File: src/rtl/hazard_scoreboard_unit_if.sv
// Pipeline <-> hazard unit signal bundle.
// The master side is the pipeline (drives control/register info, consumes
// stall/flush/forward selects); the slave side is the hazard scoreboard unit.
interface hazard_scoreboard_unit_if #(
  parameter int NREG = 32,
  parameter int AW   = 5,
  parameter int CW   = 32
);
  // D-stage control flow and long-op issue info
  logic          branchD;
  logic          jumpD;
  logic          jalrD;
  logic          br_takenD;
  logic          longopD;
  logic          regwriteD;
  logic [AW-1:0] writeregD;

  // Long-op (MUL/DIV) unit status
  logic          longop_busy;
  logic          longop_done;
  logic [AW-1:0] longop_tag;

  // E/M/W control
  logic          memtoregE;
  logic          regwriteE;
  logic          memtoregM;
  logic          regwriteM;
  logic          regwriteW;

  // Register specifiers
  logic [AW-1:0] rsD;
  logic [AW-1:0] rtD;
  logic [AW-1:0] rsE;
  logic [AW-1:0] rtE;
  logic [AW-1:0] writeregE;
  logic [AW-1:0] writeregM;
  logic [AW-1:0] writeregW;

  // Bypass selects
  logic          forwardAD;
  logic          forwardBD;
  logic [1:0]    forwardAE;
  logic [1:0]    forwardBE;

  // Pipeline stalls and flushes
  logic          stallF;
  logic          stallD;
  logic          stallE;
  logic          stallM;
  logic          stallW;
  logic          flushF;
  logic          flushD;
  logic          flushE;
  logic          flushM;
  logic          flushW;

  // Debug / performance
  logic [NREG-1:0] pending;
  logic [CW-1:0]   stall_cnt;

  modport master (
    output branchD, jumpD, jalrD, br_takenD, longopD, regwriteD, writeregD,
    output longop_busy, longop_done, longop_tag,
    output memtoregE, regwriteE, memtoregM, regwriteM, regwriteW,
    output rsD, rtD, rsE, rtE, writeregE, writeregM, writeregW,
    input  forwardAD, forwardBD, forwardAE, forwardBE,
    input  stallF, stallD, stallE, stallM, stallW,
    input  flushF, flushD, flushE, flushM, flushW,
    input  pending, stall_cnt
  );

  modport slave (
    input  branchD, jumpD, jalrD, br_takenD, longopD, regwriteD, writeregD,
    input  longop_busy, longop_done, longop_tag,
    input  memtoregE, regwriteE, memtoregM, regwriteM, regwriteW,
    input  rsD, rtD, rsE, rtE, writeregE, writeregM, writeregW,
    output forwardAD, forwardBD, forwardAE, forwardBE,
    output stallF, stallD, stallE, stallM, stallW,
    output flushF, flushD, flushE, flushM, flushW,
    output pending, stall_cnt
  );
endinterface

File: src/rtl/hazard_scoreboard_unit.sv
// Hazard / forwarding unit for the 5-stage pipe with a per-register
// scoreboard tracking destinations of in-flight variable-latency long ops.
// All outputs are combinational from the current inputs plus the registered
// scoreboard and stall counter.
module hazard_scoreboard_unit #(
  parameter int NREG = 32,
  parameter int AW   = 5,
  parameter int CW   = 32
) (
  input logic                     clk,
  input logic                     reset,
  hazard_scoreboard_unit_if.slave hz
);

  // E-stage bypass select: M result beats a completing long op, which beats W.
  // Register 0 never forwards.
  function automatic logic [1:0] fwd_e(
    input logic [AW-1:0] r,
    input logic [AW-1:0] wreg_m,
    input logic          rw_m,
    input logic          done,
    input logic [AW-1:0] tag,
    input logic [AW-1:0] wreg_w,
    input logic          rw_w
  );
    logic [1:0] sel;
    sel = 2'b00;
    if (r != '0) begin
      if (rw_m && (r == wreg_m))      sel = 2'b10;
      else if (done && (tag == r))    sel = 2'b11;
      else if (rw_w && (r == wreg_w)) sel = 2'b01;
    end
    return sel;
  endfunction

  logic [NREG-1:0]   pending_q;
  logic [NREG-1:0]   pending_d;
  logic [CW-1:0]     stall_cnt_q;
  logic [CW-1:0]     stall_cnt_d;
  logic [2**AW-1:0]  pend_full;

  logic lwstall;
  logic branchstall;
  logic sbstall;
  logic structstall;
  logic stall;
  logic issue;

  // Zero-extend the scoreboard to the full address space so any specifier
  // above NREG-1 reads as "not pending" without an out-of-range index.
  always_comb begin
    pend_full              = '0;
    pend_full[NREG-1:0]    = pending_q;
  end

  // Stall sources and the combined stall / issue decision.
  always_comb begin
    lwstall     = hz.memtoregE &&
                  ((hz.writeregE == hz.rsD) || (hz.writeregE == hz.rtD));
    branchstall = (hz.branchD || hz.jalrD) &&
                  ((hz.regwriteE && ((hz.writeregE == hz.rsD) || (hz.writeregE == hz.rtD))) ||
                   (hz.memtoregM && ((hz.writeregM == hz.rsD) || (hz.writeregM == hz.rtD))));
    // RAW on either source, or WAW against an in-flight long op destination
    sbstall     = ((hz.rsD != '0) && pend_full[hz.rsD]) ||
                  ((hz.rtD != '0) && pend_full[hz.rtD]) ||
                  (hz.regwriteD && (hz.writeregD != '0) && pend_full[hz.writeregD]);
    structstall = hz.longopD && hz.longop_busy;
    stall       = lwstall || branchstall || sbstall || structstall;
    issue       = hz.longopD && hz.regwriteD && (hz.writeregD != '0) && !stall;
  end

  // Per-register scoreboard next state; an issue to a register wins over a
  // same-cycle completion on it. Bit 0 can never set since issue excludes x0.
  for (genvar gi = 0; gi < NREG; gi++) begin : g_sb
    assign pending_d[gi] = (issue && (hz.writeregD == AW'(gi))) ||
                           (pending_q[gi] && !(hz.longop_done && (hz.longop_tag == AW'(gi))));
  end

  // Stall-cycle counter wraps naturally at 2^CW.
  always_comb begin
    stall_cnt_d = stall_cnt_q;
    if (stall) stall_cnt_d = stall_cnt_q + CW'(1);
  end

  // State registers with synchronous reset; flushes never touch the scoreboard.
  always_ff @(posedge clk) begin
    if (reset) begin
      pending_q   <= '0;
      stall_cnt_q <= '0;
    end else begin
      pending_q   <= pending_d;
      stall_cnt_q <= stall_cnt_d;
    end
  end

  // Forwarding, stall and flush outputs.
  always_comb begin
    hz.forwardAE = fwd_e(hz.rsE, hz.writeregM, hz.regwriteM, hz.longop_done,
                         hz.longop_tag, hz.writeregW, hz.regwriteW);
    hz.forwardBE = fwd_e(hz.rtE, hz.writeregM, hz.regwriteM, hz.longop_done,
                         hz.longop_tag, hz.writeregW, hz.regwriteW);
    hz.forwardAD = (hz.rsD != '0) && (hz.rsD == hz.writeregM) && hz.regwriteM;
    hz.forwardBD = (hz.rtD != '0) && (hz.rtD == hz.writeregM) && hz.regwriteM;

    hz.stallF    = stall;
    hz.stallD    = stall;
    hz.stallE    = 1'b0;
    hz.stallM    = 1'b0;
    hz.stallW    = 1'b0;

    hz.flushF    = 1'b0;
    // A jump redirects unconditionally; branch/jalr only once operands are ready
    hz.flushD    = (hz.br_takenD && !stall) || hz.jumpD || (hz.jalrD && !stall);
    hz.flushE    = stall;
    hz.flushM    = 1'b0;
    hz.flushW    = 1'b0;

    hz.pending   = pending_q;
    hz.stall_cnt = stall_cnt_q;
  end

endmodule

File: src/flat_wrapper.sv
// flat-port wrapper written by rule: the top's interface ports become plain ports
module hazard_scoreboard_unit_flat 
#(
  parameter int NREG = 32,
  parameter int AW   = 5,
  parameter int CW   = 32
)
  (clk, reset, hz_branchD, hz_jumpD, hz_jalrD, hz_br_takenD, hz_longopD, hz_regwriteD, hz_writeregD, hz_longop_busy, hz_longop_done, hz_longop_tag, hz_memtoregE, hz_regwriteE, hz_memtoregM, hz_regwriteM, hz_regwriteW, hz_rsD, hz_rtD, hz_rsE, hz_rtE, hz_writeregE, hz_writeregM, hz_writeregW, hz_forwardAD, hz_forwardBD, hz_forwardAE, hz_forwardBE, hz_stallF, hz_stallD, hz_stallE, hz_stallM, hz_stallW, hz_flushF, hz_flushD, hz_flushE, hz_flushM, hz_flushW, hz_pending, hz_stall_cnt);
  hazard_scoreboard_unit_if #(.NREG(NREG), .AW(AW), .CW(CW)) hz_i ();
  input logic clk;
  input logic reset;
  input wire logic [$bits(hz_i.branchD)-1:0] hz_branchD;
  input wire logic [$bits(hz_i.jumpD)-1:0] hz_jumpD;
  input wire logic [$bits(hz_i.jalrD)-1:0] hz_jalrD;
  input wire logic [$bits(hz_i.br_takenD)-1:0] hz_br_takenD;
  input wire logic [$bits(hz_i.longopD)-1:0] hz_longopD;
  input wire logic [$bits(hz_i.regwriteD)-1:0] hz_regwriteD;
  input wire logic [$bits(hz_i.writeregD)-1:0] hz_writeregD;
  input wire logic [$bits(hz_i.longop_busy)-1:0] hz_longop_busy;
  input wire logic [$bits(hz_i.longop_done)-1:0] hz_longop_done;
  input wire logic [$bits(hz_i.longop_tag)-1:0] hz_longop_tag;
  input wire logic [$bits(hz_i.memtoregE)-1:0] hz_memtoregE;
  input wire logic [$bits(hz_i.regwriteE)-1:0] hz_regwriteE;
  input wire logic [$bits(hz_i.memtoregM)-1:0] hz_memtoregM;
  input wire logic [$bits(hz_i.regwriteM)-1:0] hz_regwriteM;
  input wire logic [$bits(hz_i.regwriteW)-1:0] hz_regwriteW;
  input wire logic [$bits(hz_i.rsD)-1:0] hz_rsD;
  input wire logic [$bits(hz_i.rtD)-1:0] hz_rtD;
  input wire logic [$bits(hz_i.rsE)-1:0] hz_rsE;
  input wire logic [$bits(hz_i.rtE)-1:0] hz_rtE;
  input wire logic [$bits(hz_i.writeregE)-1:0] hz_writeregE;
  input wire logic [$bits(hz_i.writeregM)-1:0] hz_writeregM;
  input wire logic [$bits(hz_i.writeregW)-1:0] hz_writeregW;
  output wire logic [$bits(hz_i.forwardAD)-1:0] hz_forwardAD;
  output wire logic [$bits(hz_i.forwardBD)-1:0] hz_forwardBD;
  output wire logic [$bits(hz_i.forwardAE)-1:0] hz_forwardAE;
  output wire logic [$bits(hz_i.forwardBE)-1:0] hz_forwardBE;
  output wire logic [$bits(hz_i.stallF)-1:0] hz_stallF;
  output wire logic [$bits(hz_i.stallD)-1:0] hz_stallD;
  output wire logic [$bits(hz_i.stallE)-1:0] hz_stallE;
  output wire logic [$bits(hz_i.stallM)-1:0] hz_stallM;
  output wire logic [$bits(hz_i.stallW)-1:0] hz_stallW;
  output wire logic [$bits(hz_i.flushF)-1:0] hz_flushF;
  output wire logic [$bits(hz_i.flushD)-1:0] hz_flushD;
  output wire logic [$bits(hz_i.flushE)-1:0] hz_flushE;
  output wire logic [$bits(hz_i.flushM)-1:0] hz_flushM;
  output wire logic [$bits(hz_i.flushW)-1:0] hz_flushW;
  output wire logic [$bits(hz_i.pending)-1:0] hz_pending;
  output wire logic [$bits(hz_i.stall_cnt)-1:0] hz_stall_cnt;
  assign hz_i.branchD = hz_branchD;
  assign hz_i.jumpD = hz_jumpD;
  assign hz_i.jalrD = hz_jalrD;
  assign hz_i.br_takenD = hz_br_takenD;
  assign hz_i.longopD = hz_longopD;
  assign hz_i.regwriteD = hz_regwriteD;
  assign hz_i.writeregD = hz_writeregD;
  assign hz_i.longop_busy = hz_longop_busy;
  assign hz_i.longop_done = hz_longop_done;
  assign hz_i.longop_tag = hz_longop_tag;
  assign hz_i.memtoregE = hz_memtoregE;
  assign hz_i.regwriteE = hz_regwriteE;
  assign hz_i.memtoregM = hz_memtoregM;
  assign hz_i.regwriteM = hz_regwriteM;
  assign hz_i.regwriteW = hz_regwriteW;
  assign hz_i.rsD = hz_rsD;
  assign hz_i.rtD = hz_rtD;
  assign hz_i.rsE = hz_rsE;
  assign hz_i.rtE = hz_rtE;
  assign hz_i.writeregE = hz_writeregE;
  assign hz_i.writeregM = hz_writeregM;
  assign hz_i.writeregW = hz_writeregW;
  assign hz_forwardAD = hz_i.forwardAD;
  assign hz_forwardBD = hz_i.forwardBD;
  assign hz_forwardAE = hz_i.forwardAE;
  assign hz_forwardBE = hz_i.forwardBE;
  assign hz_stallF = hz_i.stallF;
  assign hz_stallD = hz_i.stallD;
  assign hz_stallE = hz_i.stallE;
  assign hz_stallM = hz_i.stallM;
  assign hz_stallW = hz_i.stallW;
  assign hz_flushF = hz_i.flushF;
  assign hz_flushD = hz_i.flushD;
  assign hz_flushE = hz_i.flushE;
  assign hz_flushM = hz_i.flushM;
  assign hz_flushW = hz_i.flushW;
  assign hz_pending = hz_i.pending;
  assign hz_stall_cnt = hz_i.stall_cnt;
  hazard_scoreboard_unit #(.NREG(NREG), .AW(AW), .CW(CW)) u_core (.clk(clk), .reset(reset), .hz(hz_i));
endmodule
File: config.mk
export PLATFORM = sky130hd
export DESIGN_NAME = hazard_scoreboard_unit_flat
export DESIGN_NICKNAME = d
export VERILOG_FILES = /design/src/rtl/hazard_scoreboard_unit_if.sv /design/src/rtl/hazard_scoreboard_unit.sv /design/src/flat_wrapper.sv
export SDC_FILE = /design/constraint.sdc
export NUM_CORES = 1
export LEC_CHECK = 0
export CORE_UTILIZATION = 49
export DETAILED_ROUTE_END_ITERATION = 10
export PLACE_DENSITY = 0.92
export SYNTH_ARGS = -nofsm -noshare
export SYNTH_HDL_FRONTEND = slang
export SYNTH_SLANG_ARGS = --single-unit
File: constraint.sdc
create_clock -name clk -period 6.2 [get_ports clk]
set_input_delay 1.86 -clock clk [delete_from_list [all_inputs] [get_ports clk]]
set_output_delay 1.86 -clock clk [all_outputs]
set_load 0.005 [all_outputs]
==> Word-level counts from Yosys, hierarchy flattened <==
Index checks and enable logic that the tools add are counted.
{ "classes": {"add_sub_neg": 1, "mul": 0, "div": 0, "magnitude_cmp": 3, "eq_ne": 74, "n_shift": 0, "muxes": 14, "bitwise_logic": 0, "n_reduce_logical": 203} }
{ "ops": {"columns": ["operator", "n"], "rows": [
  ["5-bit equality test, second input constant", 32],
  ["1-bit logical AND", 120],
  ["5-bit by 4-bit equality test with 1-bit output, second input constant", 16],
  ["5-bit equality test", 12],
  ["1-bit logical OR", 43],
  ["5-bit by 3-bit equality test with 1-bit output, second input constant", 8],
  ["1-bit logical NOT", 33],
  ["32-bit by 1-bit adder with 32-bit output, second input constant", 1],
  ["5-bit nonzero test", 5],
  ["5-bit by 2-bit equality test with 1-bit output, second input constant", 4],
  ["5-bit by 6-bit less-than comparator with 1-bit output, second input constant", 3],
  ["1-bit binary-select mux with 5-bit select", 3],
  ["2-bit two-way mux", 6],
  ["5-bit by 1-bit equality test with 1-bit output, second input constant", 2],
  ["5-bit logical NOT", 2],
  ["1-bit two-way mux", 5]
]} }
{ "totals": {"register_bits": 64, "latch_bits": 0, "ram_bits": 0, "romBits": 0, "inputBits": 60, "output_inout_bits": 80, "word_cells": 297, "mem_count": 0} }

==> Longest topological paths before layout <==
{ "depth": {"ltp_word": 12, "mapped_depth": 11, "ltp_nobuf": 7} }

==> Worst setup path after synthesis <==
Ideal clock, no wire load.
{ "synth_timing": {"path_kind": "input-to-output", "startpoint": "input port hz_writeregD[0]", "endpoint": "output port hz_flushD", "arrival_time_ns": 3.993, "path_slack_ns": 0.347, "stages": 10, "path_cell_list": "buf_2 -> mux4_2 -> nor3b_1 -> or4_1 -> o2111ai_1 -> and2_1 -> buf_6 -> nand2_4 -> buf_2 -> o21bai_1"} }
{ "synth_via": {"elab_chain_len": 10, "word_cells_on_any_way": 13, "classes_between": "mux (2); reduce/logical (11)"} }
{ "synth_rtl": {"columns": ["element", "line", "rtl"], "rows": [
  ["start: declaration", "flat_wrapper.sv:18", "input wire logic [$bits(hz_i.writeregD)-1:0] hz_writeregD;"],
  ["1-bit binary-select mux with 5-bit select / 5-bit nonzero test (equally long branches)", "hazard_scoreboard_unit.sv:66", "(hz.regwriteD && (hz.writeregD != '0) && pend_full[hz.writeregD]);"],
  ["1-bit two-way mux (implied by the code) / 1-bit logical AND (equally long branches)", "hazard_scoreboard_unit.sv:66", null],
  ["1-bit logical AND *", "hazard_scoreboard_unit.sv:66", null],
  ["1-bit logical OR *", "hazard_scoreboard_unit.sv:65", "((hz.rtD != '0) && pend_full[hz.rtD]) ||"],
  ["1-bit logical OR * (2 in a row)", "hazard_scoreboard_unit.sv:68", "stall = lwstall || branchstall || sbstall || structstall;"],
  ["via hz_flushE", "flat_wrapper.sv:45", "output wire logic [$bits(hz_i.flushE)-1:0] hz_flushE;"],
  ["1-bit logical NOT *", "hazard_scoreboard_unit.sv:113", "hz.flushD = (hz.br_takenD && !stall) || hz.jumpD || (hz.jalrD && !stall);"],
  ["1-bit logical AND", "hazard_scoreboard_unit.sv:113", null],
  ["1-bit logical OR", "hazard_scoreboard_unit.sv:113", null],
  ["1-bit logical OR *", "hazard_scoreboard_unit.sv:113", null],
  ["end: declaration", "flat_wrapper.sv:44", "output wire logic [$bits(hz_i.flushD)-1:0] hz_flushD;"]
]} }
The timed path passes the listed nets; every way through them passes the cells marked *. The select of a mux whose other input is x is not followed.

==> Final worst setup path <==
{ "layout_timing": {"startpoint": "input port hz_writeregD[1]", "endpoint": "output port hz_flushE"} }
{ "layout_via": {"elab_chain_len": 6, "word_cells_on_any_way": 8, "classes_between": "mux (2); reduce/logical (6)"} }
{ "layout_rtl": {"columns": ["element", "line"], "rows": [
  ["1-bit binary-select mux with 5-bit select / 5-bit nonzero test (equally long branches)", "hazard_scoreboard_unit.sv:66"],
  ["1-bit two-way mux (implied by the code) / 1-bit logical AND (equally long branches)", "hazard_scoreboard_unit.sv:66"],
  ["1-bit logical AND *", "hazard_scoreboard_unit.sv:66"],
  ["1-bit logical OR *", "hazard_scoreboard_unit.sv:65"],
  ["1-bit logical OR * (2 in a row)", "hazard_scoreboard_unit.sv:68"],
  ["end: declaration", "flat_wrapper.sv:45"]
]} }
Every way passes the cells marked *; elsewhere a longest branch is shown, timed or not. The select of a mux whose other input is x is not followed.

==> results.py <==
metrics = {
    "drt": {
        "post_drt_wl_per_cell_microns": 19.3,
        "detail_route.first_pass.iterations": 6,
        "met3_length_microns": 1800,
        "ant_nets": 0,
        "routed_wl_microns": 16200,
        "highest_layer": "met4",
        "drt_iter0_markers": 519,
        "viasPerCell": 6.35,
        "drc": 0,
        "wl_met2_microns": 7560,
        "dr_total_vias": 5332,
        "wl_met1_microns": 6120,
    },
    "clocking": {
        "cts_num_sinks": 64,
        "clockBufferDepth": 2,
        "clkLatencyLatePin_ns": 0.35,
        "hold_buffers": 0,
        "path_clk_slew_ns": 0.06,
        "cts_tree": "yes",
        "cts-root-buf": "clkbuf_8",
        "cts_buffers": 9,
        "htreeDepth": 3,
    },
    "synth": {
        "synth_top_family_by_area": "simple AND/OR/NAND/NOR gates",
        "synth_edf_count": 0,
        "synth-adder-area-share": 0.00258,
        "ys_ff_latch": 64,
        "synth_compound_area_frac": 0.148,
        "netlist_area_sq_mm": 0.00486,
        "muxShareOfSynthArea": 0.189,
        "async_reset_ff_frac": 0,
        "postSynthCellCount": 569,
        "yosysSeqAreaShare": 0.264,
        "syn_area_per_cell_sq_um": 8.54,
        "ys_types": 57,
        "synth_flop_cell": "dfxtp_1",
        "synth-xor-area-share": 0.0901,
        "yosys_warnings": 0,
        "yosys.area_share.simple": 0.247,
    },
    "die": {
        "io-pin-count": 140,
        "rows": 35,
        "initial_core_util": 0.516,
        "die_area_sq_mm": 0.0103,
        "die_y_microns": 102,
        "chipWidth_microns": 102,
        "coreArea_sq_mm": 0.00942,
    },
    "timing": {
        "fmax_ghz": 0.164,
        "worst_slew_pin_slew_ns": 0.891,
        "tns_ns": 0,
        "slew_viol_final": 0,
        "rsz0062_at_grt": "no",
        "fin_skew_ns": 0.0104,
        "finalSetupViolCount": 0,
        "finalHoldViolCount": 0,
        "period_minus_slack_ns": 6.10,
        "slew_headroom": 0.406,
        "min_period_over_period": 0.985,
    },
    "critical_path": {
        "cp.arrival_ns": 4.24,
        "reg2reg_depth": 9,
        "worst_r2r_endpoint": "u_core.hz.pending[4]$_SDFF_PP0_",
        "end_kind": "output pin",
        "crit_path_start_kind": "primary input",
        "crit_type": "in -> out",
        "startpoint": "hz_writeregD[1]",
        "ff2ff_setup_slack_ns": 3.09,
        "required_ns": 4.34,
        "endpoint": "hz_flushE",
        "rr_startpoint": "u_core.hz.pending[23]$_SDFF_PP0_",
        "cp_max_fo": 4,
    },
    "pwr": {
        "clkPwrFrac": 0.376,
        "swShare": 0.276,
        "power.density_mw_per_mm2": 154,
        "p_int_w": 0.000738,
        "ir_drop_mv": 0.142,
        "p_switching_w": 0.000281,
        "power_frac_seq": 0.410,
        "leakage_nw": 2.54,
        "comb_power_share": 0.214,
        "power_w": 0.00102,
    },
    "finish": {
        "areaGrowthSynthToFinish_pct": 36.2,
        "num-nets-final": 766,
        "drive_gt1_frac": 0.126,
    },
    "global_routing": {
        "grt_max_degree": 65,
        "grt_pass1_wl_microns": 25500,
        "grt_antenna_before_repair": 2,
        "gr-total-overflow": 0,
        "track_usage": 0.319,
        "grt_pass1_vias": 5175,
    },
    "hold_path": {
        "hold_class": "reg -> reg",
    },
    "place": {
        "place.gp.congestion": 0.941,
        "dp_hpwl_microns": 12000,
        "io_buffer_count": 133,
    },
    "run": {
        "max-cap-violations": 0,
    },
    "status": {
        "status": "finished, final reports clean",
    },
}
-- timing repair --
item                                    in CTS  in global routing
pin swaps                                    3                  0
resized for setup                            9                  4
endpoints found under the setup margin       4                  4
buffers inserted                             2                  0
-- how the worst min path moves through the flow --
| stage | startpoint | to | slack, ns | cells past startpoint |
|---|---|---|---|---|
| floorplan | u_core.hz.pending[0]$_SDFF_PP0_ | u_core.hz.pending[0]$_SDFF_PP0_ | 0.45 | 2 |
| global placement | u_core.hz.stall_cnt[1]$_SDFFE_PP0P_ | u_core.hz.stall_cnt[1]$_SDFFE_PP0P_ | 0.48 | 2 |
| global route | u_core.hz.pending[0]$_SDFF_PP0_ | u_core.hz.pending[0]$_SDFF_PP0_ | 0.54 | 2 |
| CTS | u_core.hz.stall_cnt[1]$_SDFFE_PP0P_ | u_core.hz.stall_cnt[1]$_SDFFE_PP0P_ | 0.52 | 2 |
| finish | u_core.hz.stall_cnt[1]$_SDFFE_PP0P_ | u_core.hz.stall_cnt[1]$_SDFFE_PP0P_ | 0.51 | 2 |
| detailed placement | u_core.hz.stall_cnt[1]$_SDFFE_PP0P_ | u_core.hz.stall_cnt[1]$_SDFFE_PP0P_ | 0.50 | 2 |
-- sequential cells by signal (all words and copies together) (netlist names) --
| register | cells |
|---|---|
| u_core.hz.pending | 32 |
| u_core.hz.stall_cnt | 32 |
-- cells in the final DEF (no fill, tap or decap), types with 3 or more instances in the layout --
| cell type | synthesis | routed |
|---|---|---|
| mux2_1 | 25 | 25 |
| conb_1 | 1 | 6 |
| clkbuf_8 | 0 | 9 |
| o31ai_1 | 16 | 16 |
| nor3_1 | 12 | 12 |
| o311ai_0 | 8 | 8 |
| nor2_1 | 52 | 52 |
| a21oi_1 | 31 | 31 |
| nor2b_1 | 35 | 35 |
| mux2i_1 | 14 | 14 |
| buf_6 | 3 | 3 |
| dlygate4sd2_1 | 0 | 5 |
| xor2_1 | 34 | 34 |
| nand2b_1 | 4 | 4 |
| inv_1 | 5 | 5 |
| xnor2_1 | 16 | 16 |
| o41ai_1 | 5 | 5 |
| nand3_1 | 38 | 38 |
| clkdlybuf4s50_1 | 0 | 124 |
| or4_1 | 5 | 5 |
| o21ai_0 | 14 | 14 |
| nand2_1 | 31 | 31 |
| nor4_1 | 4 | 4 |
| mux2_2 | 6 | 6 |
| and4_1 | 4 | 4 |
| nand4_1 | 13 | 13 |
| dlymetal6s2s_1 | 0 | 3 |
| mux4_2 | 19 | 19 |
| buf_4 | 10 | 36 |
| dfxtp_1 | 64 | 64 |
| and3_1 | 16 | 16 |
| o211ai_1 | 10 | 10 |
-- layer usage --
metal / up-vias / GRT usage
met2: 369 / 0.521
met1: 2515 / 0.381
met3: 94 / 0.0814
li1: 2354 / -
met4: 0 / 0.178
met5: - / 0
-- power by group through the flow --
stage	Clock (W)	Combinational, W	Sequential, W
6_report	0.000383	0.000218	0.000418
5_1_grt	0.000399	0.000233	0.000418
4_1_cts	0.000383	0.000214	0.000418
3_5_place_dp	0	0.000212	0.000427
3_3_place_gp	0	0.000205	0.000426
2_1_floorplan	0	0.000117	0.000426
-- per-stage QoR --
step	setup slack, ns	cells	util	hold slack (ns)	area (sq um)
6_report	0.0952	840	0.703	0.506	6620
5_1_grt	0.000945	840	0.703	0.535	6620
4_1_cts	0.00144	838	0.701	0.516	6600
3_5_place_dp	-0.367	821	0.677	0.501	6380
3_3_place_gp	-0.338	821	0.677	0.481	6380
2_1_floorplan	0.347	574	-	0.450	4880
-- critical path: stages --
cell and delay, ns:
clkdlybuf4s50_1 0.56, mux4_2 0.32, a32o_1 0.22, or4_1 0.54, o2111ai_2 0.10, and2_4 0.18, nand2_4 0.05, buf_6 0.14
dlygate4sd2_1 0.26
-- synth_stat cells (all sizes together), types with 14 or more instances --
cell	count	area (sq um)
dfxtp	64	1280
nor2	52	195
nand3	38	190
nor2b	35	219
xor2	34	298
nand2	32	128
a21oi	31	155
mux2	31	349
clkbuf	27	101
buf	25	165
mux4	19	428
and3	16	100
o31ai	16	120
xnor2	16	140
o21ai	15	75.1
mux2i	14	140
nand4	14	93.8
-- layout make-up --
class	instances	area, sq um
diodes	2	5.00
flip-flops and latches	64	1280
multi-input cells	453	3320
inverters	5	18.8
clock inverters	4	70.1
fillers	698	2800
clock buffers	11	131
well taps	129	161
repair buffers	172	1630
-- cell families after synthesis --
group,after synthesis
compound gates,105
simple gates,227
mux,64
fa+ha+maj,1
buf+inv,57
flops,64
other cells,1
xor+xnor,50
(Power assumes the default switching activity.)
